[src/rtl/session_controller.sv]
// Session controller: sequences a user through login, game, scoreboard and lockout.
// Moore FSM. Every output except the debug state is registered from the current state,
// so outputs follow a state change by one cycle.
module session_controller #(
  parameter int unsigned ATTEMPT_MAX    = 3,
  parameter int unsigned LOCK_CYCLES    = 8,
  parameter int unsigned TIMEOUT_CYCLES = 16
) (
  input  logic       clk,
  input  logic       rst,
  input  logic [2:0] buttons,
  input  logic       access_grant,
  input  logic       access_fail,
  input  logic       game_over,
  output logic [2:0] buttons_select,
  output logic       switches_select,
  output logic [3:0] lcd_control,
  output logic [1:0] led_control,
  output logic [1:0] game_score_select,
  output logic       access_control_reset,
  output logic [2:0] state
);

  typedef enum logic [2:0] {
    StIdle    = 3'd0,
    StLogin   = 3'd1,
    StGame    = 3'd2,
    StScore   = 3'd3,
    StLockout = 3'd4
  } state_e;

  localparam logic [23:0] LockLast    = 24'(LOCK_CYCLES - 1);
  localparam logic [23:0] TimeoutLast = 24'(TIMEOUT_CYCLES - 1);
  localparam logic [2:0]  AttemptMax  = 3'(ATTEMPT_MAX);

  state_e      state_q, state_d;
  logic [2:0]  fail_cnt_q, fail_cnt_d;
  logic [23:0] inact_q, inact_d;
  logic [23:0] lock_q, lock_d;
  // Set for one cycle after a rejected password that does not lock out; it drives the
  // single-cycle access control reset pulse.
  logic        retry_q, retry_d;
  logic [2:0]  fail_inc;

  logic [2:0]  bsel_q, bsel_d;
  logic        ssel_q, ssel_d;
  logic [3:0]  lcd_q, lcd_d;
  logic [1:0]  led_q, led_d;
  logic [1:0]  gss_q, gss_d;
  logic        acr_q, acr_d;

  assign fail_inc = (fail_cnt_q == 3'd7) ? 3'd7 : 3'(fail_cnt_q + 3'd1);

  // Next-state, attempt counter and the two 24-bit timers.
  always_comb begin
    state_d    = state_q;
    fail_cnt_d = fail_cnt_q;
    inact_d    = inact_q;
    lock_d     = lock_q;
    retry_d    = 1'b0;
    unique case (state_q)
      StIdle: begin
        if (buttons[0]) begin
          state_d = StLogin;
          inact_d = '0;
        end
      end
      StLogin: begin
        if (access_grant) begin
          state_d    = StGame;
          fail_cnt_d = '0;
        end else if (access_fail) begin
          fail_cnt_d = fail_inc;
          inact_d    = '0;
          if (fail_inc == AttemptMax) begin
            state_d = StLockout;
            lock_d  = '0;
          end else begin
            retry_d = 1'b1;
          end
        end else if (|buttons) begin
          inact_d = '0;
        end else if (inact_q == TimeoutLast) begin
          // fail_cnt is kept so a timeout cannot reset the attempt budget
          state_d = StIdle;
        end else begin
          inact_d = inact_q + 24'd1;
        end
      end
      StGame: begin
        if (game_over) begin
          state_d = StScore;
        end
      end
      StScore: begin
        if (buttons[2]) begin
          state_d    = StIdle;
          fail_cnt_d = '0;
        end else if (buttons[0]) begin
          state_d = StGame;
        end
      end
      StLockout: begin
        if (lock_q == LockLast) begin
          state_d    = StIdle;
          fail_cnt_d = '0;
        end else begin
          lock_d = lock_q + 24'd1;
        end
      end
      default: begin
        state_d = StIdle;
      end
    endcase
  end

  // Output decode from the current state; registered below.
  always_comb begin
    bsel_d = 3'd0;
    ssel_d = 1'b0;
    lcd_d  = 4'd0;
    led_d  = 2'b00;
    gss_d  = 2'd0;
    acr_d  = 1'b0;
    unique case (state_q)
      StLogin: begin
        bsel_d = 3'd1;
        ssel_d = 1'b1;
        lcd_d  = (fail_cnt_q != 3'd0) ? 4'd2 : 4'd1;
        acr_d  = ~retry_q;
      end
      StGame: begin
        bsel_d = 3'd2;
        lcd_d  = 4'd3;
        led_d  = 2'b10;
        gss_d  = 2'd1;
        acr_d  = 1'b1;
      end
      StScore: begin
        bsel_d = 3'd3;
        lcd_d  = 4'd4;
        led_d  = 2'b10;
        gss_d  = 2'd2;
        acr_d  = 1'b1;
      end
      StLockout: begin
        lcd_d = 4'd5;
        led_d = 2'b01;
      end
      default: begin
        bsel_d = 3'd0;
      end
    endcase
  end

  // State, counters and timers.
  always_ff @(posedge clk or negedge rst) begin
    if (!rst) begin
      state_q    <= StIdle;
      fail_cnt_q <= '0;
      inact_q    <= '0;
      lock_q     <= '0;
      retry_q    <= 1'b0;
    end else begin
      state_q    <= state_d;
      fail_cnt_q <= fail_cnt_d;
      inact_q    <= inact_d;
      lock_q     <= lock_d;
      retry_q    <= retry_d;
    end
  end

  // Registered outputs; reset values equal the IDLE decode.
  always_ff @(posedge clk or negedge rst) begin
    if (!rst) begin
      bsel_q <= 3'd0;
      ssel_q <= 1'b0;
      lcd_q  <= 4'd0;
      led_q  <= 2'b00;
      gss_q  <= 2'd0;
      acr_q  <= 1'b0;
    end else begin
      bsel_q <= bsel_d;
      ssel_q <= ssel_d;
      lcd_q  <= lcd_d;
      led_q  <= led_d;
      gss_q  <= gss_d;
      acr_q  <= acr_d;
    end
  end

  assign buttons_select       = bsel_q;
  assign switches_select      = ssel_q;
  assign lcd_control          = lcd_q;
  assign led_control          = led_q;
  assign game_score_select    = gss_q;
  assign access_control_reset = acr_q;
  assign state                = state_q;

endmodule

[config.mk]
export PLATFORM = sky130hd
export DESIGN_NAME = session_controller
export DESIGN_NICKNAME = d
export VERILOG_FILES = /design/src/rtl/session_controller.sv
export SDC_FILE = /design/constraint.sdc
export NUM_CORES = 1
export LEC_CHECK = 0
export ABC_CLOCK_PERIOD_IN_PS = 2150
export CORE_MARGIN = 1.5
export CORE_UTILIZATION = 53
export DETAILED_ROUTE_END_ITERATION = 8
export PLACE_DENSITY = 0.84
export SLEW_MARGIN = 15
export SYNTH_ARGS = -nofsm -noshare
export SYNTH_HDL_FRONTEND = slang
export SYNTH_SLANG_ARGS = --single-unit
[constraint.sdc]
create_clock -name clk -period 2.15 [get_ports clk]
set_input_delay 0.645 -clock clk [delete_from_list [all_inputs] [get_ports clk]]
set_output_delay 0.645 -clock clk [all_outputs]
set_load 0.01 [all_outputs]
---- Word-level counts from Yosys, hierarchy flattened ----
Cells that the tools add are included.
storage, ports and cells
  word-level logic and storage cells ...... 86
  bits in registers ....................... 68
  output and inout bits ................... 16
cells by class
  reductions and logical operators ........ 11
  eq/ne operators ......................... 22
  $add $sub $neg .......................... 3
  multiplexer cells ....................... 38
  bitwise operators ....................... 1
operators with widths
  operator                                              count
  two-way mux 24 bit                                    9
  one-hot mux 24 bit (2 select lines)                   2
  adder 24 x 1 -> 24 bit, second input constant         2
  two-way mux 3 bit                                     14
  equality test 24 x 3 -> 1 bit, second input constant  1
  equality test 24 x 4 -> 1 bit, second input constant  1
  inequality test 2 bit, second input constant          8
  inequality test 4 bit, second input constant          4
  one-hot mux 3 bit (5 select lines)                    1
  one-hot mux 3 bit (4 select lines)                    1
  equality test 3 x 2 -> 1 bit, second input constant   3
  one-hot mux 3 bit (3 select lines)                    1
  one-hot mux 2 bit (2 select lines)                    2
  AND reduction 4 bit                                   2
  AND reduction 7 bit                                   1
  equality test 3 bit, second input constant            2
  inequality test 3 bit, second input constant          2
  one-hot mux 2 bit (3 select lines)                    1
  nonzero test 3 bit                                    2
  two-way mux 1 bit                                     5
  AND reduction 5 bit                                   1
  nonzero test 2 bit                                    2
  adder 3 x 1 -> 3 bit, second input constant           1
  equality test 3 x 1 -> 1 bit, second input constant   1
  other kinds (6)                                       6

---- Longest topological paths before layout ----
  word-level depth ........................ 7
  depth in mapped cells ................... 9
  gate-level depth less buffers ........... 7

---- Worst setup path after synthesis ----
OpenSTA, ideal clock, no wires.
  path kind ............................... reg2reg
  start point ............................. register fail_cnt_q[0]
  end point ............................... register lock_q[0]
  setup time .............................. 0.141 ns
  cell stages (with the launch flop) ...... 9
  path slack .............................. -0.200 ns
  buffers on the path ..................... 2
  arrival time ............................ 2.209 ns
  cells stage by stage .................... dfrtp_1 > ha_1 > or4b_1 > or4b_4 > buf_6 > and2_4 > buf_6 > o21ai_1 > o21ai_0
on the way
  longest elaborated chain between the ends .. 5
  elaborated cells between the ends (all ways) .. 6
RTL lines
  item                                                         line  RTL
  from (decl)                                                  37    logic [2:0] fail_cnt_q, fail_cnt_d;
  from (signal assigned)                                       166   fail_cnt_q <= fail_cnt_d;
  adder 3 x 1 -> 3 bit or equality test 3 bit (tied branches)  52    assign fail_inc = (fail_cnt_q == 3'd7) ? 3'd7 : 3'(fail_cnt_q + 3'd1);
  two-way mux 3 bit *                                          52
  equality test 3 x 2 -> 1 bit *                               75    if (fail_inc == AttemptMax) begin
  inequality test 2 bit (no line) *                            -
  AND reduction 5 bit (no line) *                              -
  to (signal assigned)                                         168   lock_q <= lock_d;
  to (decl)                                                    39    logic [23:0] lock_q, lock_d;
Mark *: on every way between the ends. The rest lies on a longest branch, timed or not.
A chain may end at the register's enable or synchronous reset.

---- Worst setup path in the final report ----
  start point ............................. register fail_cnt_q[0]
  end point ............................... register lock_q[5]
Same word-level chain as after synthesis.

==> flow_metrics.py <==
metrics = {
    "finish": {
        "nets": 419,
        "drive_above_1_share_pct": 20.6,
        "fill_cells": 404,
        "diodes": 0,
        "seq_area_um2": 1650,
        "area_growth_pct": 25.4,
        "multi_input_area_um2": 1740,
    },
    "yosys": {
        "async_flop_share_pct": 100,
        "synth_warnings": 0,
        "yosysTopAreaCell": "dfrtp_1",
        "avgSynthCellArea_um2": 9.50,
        "ys_top_cells_by_count": "dfrtp_1 (66), nor2_1 (35), nand2_1 (30), nand3_1 (21), o21ai_0 (16)",
        "synth_ff_type": "dfrtp_1",
        "yosysMostFrequentCell": "dfrtp_1",
        "synth.distinct_cells": 53,
        "netlist_area_um2": 3370,
        "synth_edf_count": 0,
        "synth_top_cell_area_share_pct": 49.0,
        "synth_seq_area_share_pct": 49.0,
        "ys_ff_latch": 66,
        "synthCells": 355,
        "synth_area_leaders": "dfrtp_1 (49%), nor2_1 (3.9%), nand2_1 (3.3%)",
    },
    "timing": {
        "hold_viol_final": 0,
        "slew_headroom_pct": 58.2,
        "finalClockSkew_ns": 0.00996,
        "timing.hold.ws_ns": 0.295,
        "period_minus_slack_ns": 2.32,
        "setup_ws_ns": -0.171,
        "setup_viol": 25,
        "tightest_slew_ns": 0.626,
        "max_freq_mhz": 431,
        "slew_violations": 0,
        "rsz0062_at_grt": "true",
        "period_share_pct": 108,
    },
    "clock_network": {
        "cts_hold_buf": 0,
        "cts_buffer_depth": 2,
        "cts_sinks": 66,
        "root_buffer": "clkbuf_8",
        "clk_latency_ns": 0.35,
        "cts_max_level": 3,
        "cts_tree": "built",
        "numCtsBuffers": 9,
        "clk_pin_slew_worst_paths_ns": 0.08,
    },
    "detailed_routing": {
        "drc": 0,
        "drt_iter0_drc": 290,
        "via_count": 3004,
        "wire_per_inst_um": 16.7,
        "ant_nets": 0,
        "viasPerCell": 6.17,
        "drtPass1Iterations": 7,
        "drt-total-wl_mm": 8.15,
    },
    "pwr": {
        "p_leak_nw": 1.85,
        "power_frac_comb_pct": 34.1,
        "p_per_area_nw_per_um2": 1080,
        "internal_power_mw": 2.97,
        "ir_drop_uv": 852,
        "netSwitchingFraction_pct": 34.8,
        "power_mw": 4.56,
        "clkPwrFrac_pct": 25.1,
        "seq_power_share_pct": 40.8,
        "p_sw_mw": 1.59,
    },
    "die": {
        "core_area_um2": 6030,
        "num_rows": 28,
        "die_h_um": 82.8,
        "io_pins": 24,
        "start_util_pct": 56.0,
        "die_x_um": 82.8,
        "dieArea_um2": 6850,
    },
    "global_route": {
        "antenna_found_initial": 0,
        "grt_overflow": 0,
        "grt_pass1_wl_mm": 13.4,
        "grt_max_degree": 67,
        "track_usage_pct": 26.5,
        "grt_pass1_vias": 2854,
    },
    "flow_run": {
        "drv_cap": 0,
    },
    "worst_setup_path": {
        "crit_top_cell": "or4b_4",
        "critPathLaunchType": "flop",
        "crit_fanout": 6,
        "critPathSlowestCell": "or4b_4",
        "max_stage_delay_ns": 0.59,
        "required_ns": 2.37,
        "arrival_ns": 2.54,
        "crit_chain": "ha_1 -> or4b_4 -> or4b_4 -> and2_4 -> o21ai_2 -> o41ai_2",
        "critPathKind": "reg2reg",
        "crit_path_end_kind": "flop",
    },
    "status": {
        "violations": "negative setup slack",
        "status": "complete, but fails checks",
    },
    "worst_hold_path": {
        "min_path_type": "in2async",
    },
    "placed_design": {
        "dp_hpwl_mm": 5.36,
        "place_congestion": 0.837,
        "port_buffers": 21,
    },
}
[layout make-up]
class / count / area share, %
clock buffers: 9 / 2.93
inverters: 14 / 1.24
flip-flops and latches: 66 / 39.0
well taps: 75 / 2.22
repair buffers: 53 / 11.2
multi-input cells: 263 / 41.2
clock inverters: 7 / 2.22
[metrics by stage]
stage | cells | TNS (ns) | setup WS [ns] | util (%) | area (um2)
after floorplan | 356 | -2.06 | -0.200 | - | 3420
after global placement | 466 | -13.12 | -0.473 | 64.0 | 3850
after detailed placement | 466 | -14.21 | -0.533 | 64.0 | 3850
after CTS | 485 | -1.42 | -0.120 | 68.8 | 4150
after global routing | 487 | -3.68 | -0.220 | 70.2 | 4230
final | 487 | -2.32 | -0.171 | 70.2 | 4230
[logic make-up (layout without fill, tap and decap cells)]
group           Yosys count  count (layout)  synth area share [%]
compound gates           65              65                  11.7
xor+xnor                 15              15                  3.89
fa+ha+maj                 4               4                  1.48
buf+inv                  28              83                  3.89
flops                    66              66                  49.0
mux                      13              13                  4.04
other cells               1               2                 0.111
simple gates            163             164                  25.9
[timing repair]
action                                  in CTS  in global routing
pin swaps                                   10                 14
cloned                                       1                  1
gates resized for setup                     17                 19
endpoints found under the setup margin      44                 30
setup buffers                                2                  1
[critical path, delay by kind of cell, from the launching register on]
| kind | cells | cell delay, ns |
|---|---|---|
| AOI/OAI and AO/OA | 2 | 0.23 |
| adders and majority gates | 1 | 0.24 |
| DFF | 1 | 0.42 |
| and+or+nand+nor | 3 | 1.31 |
[path summary, 6_finish.rpt]
kind / from / endpoint / slack [ns] / cells past startpoint
worst max-delay path: fail_cnt_q[0] / lock_q[5] / -0.17 / 6
worst min-delay path: rst / inact_q[2] / 0.30 / 2
worst max register to register: fail_cnt_q[0] / lock_q[5] / -0.17 / 6
worst min register to register: retry_q / access_control_reset / 0.43 / 1
max in group asynchronous: rst / led_control[0] / 1.56 / 2
min in group clk: retry_q / access_control_reset / 0.43 / 1
[power by group through the flow]
stage | sequential [mW] | clock [mW] | combinational [mW]
after floorplan | 1.85 | 0 | 0.718
after global placement | 1.84 | 0 | 1.29
after detailed placement | 1.85 | 0 | 1.37
after CTS | 1.83 | 1.16 | 1.45
after global routing | 1.90 | 1.22 | 1.68
final | 1.86 | 1.14 | 1.55
[placed cells by master (no fill, tap or decap), types with 6 or more instances in the layout]
master	count
dfrtp_1	66
nor2_1	33
nand2_1	30
buf_4	26
nand3_1	21
clkdlybuf4s50_1	16
o21ai_0	13
inv_1	12
nand4_1	12
xnor2_1	12
o21ai_1	11
a21oi_1	10
nor3_1	9
or3_1	9
clkbuf_8	9
mux2i_1	8
nor4_1	7
nor4_2	6
o21ai_2	6
[registers in the layout (all words and copies together) (netlist names)]
name	flops
access_control_reset	1
buttons_select	2
fail_cnt_q	3
game_score_select	2
inact_q	24
lcd_control	3
led_control	2
lock_q	24
retry_q	1
state	3
switches_select	1
[per-layer routing]
metal	global-route usage, %	vias to the layer above	wire length, um
met2	44.1	129	4080
met4	10.0	0	182
met1	32.6	1467	3390
met5	0	-	0
li1	-	1391	-
met3	7.54	17	498
Power figures use the tool's default switching activity.
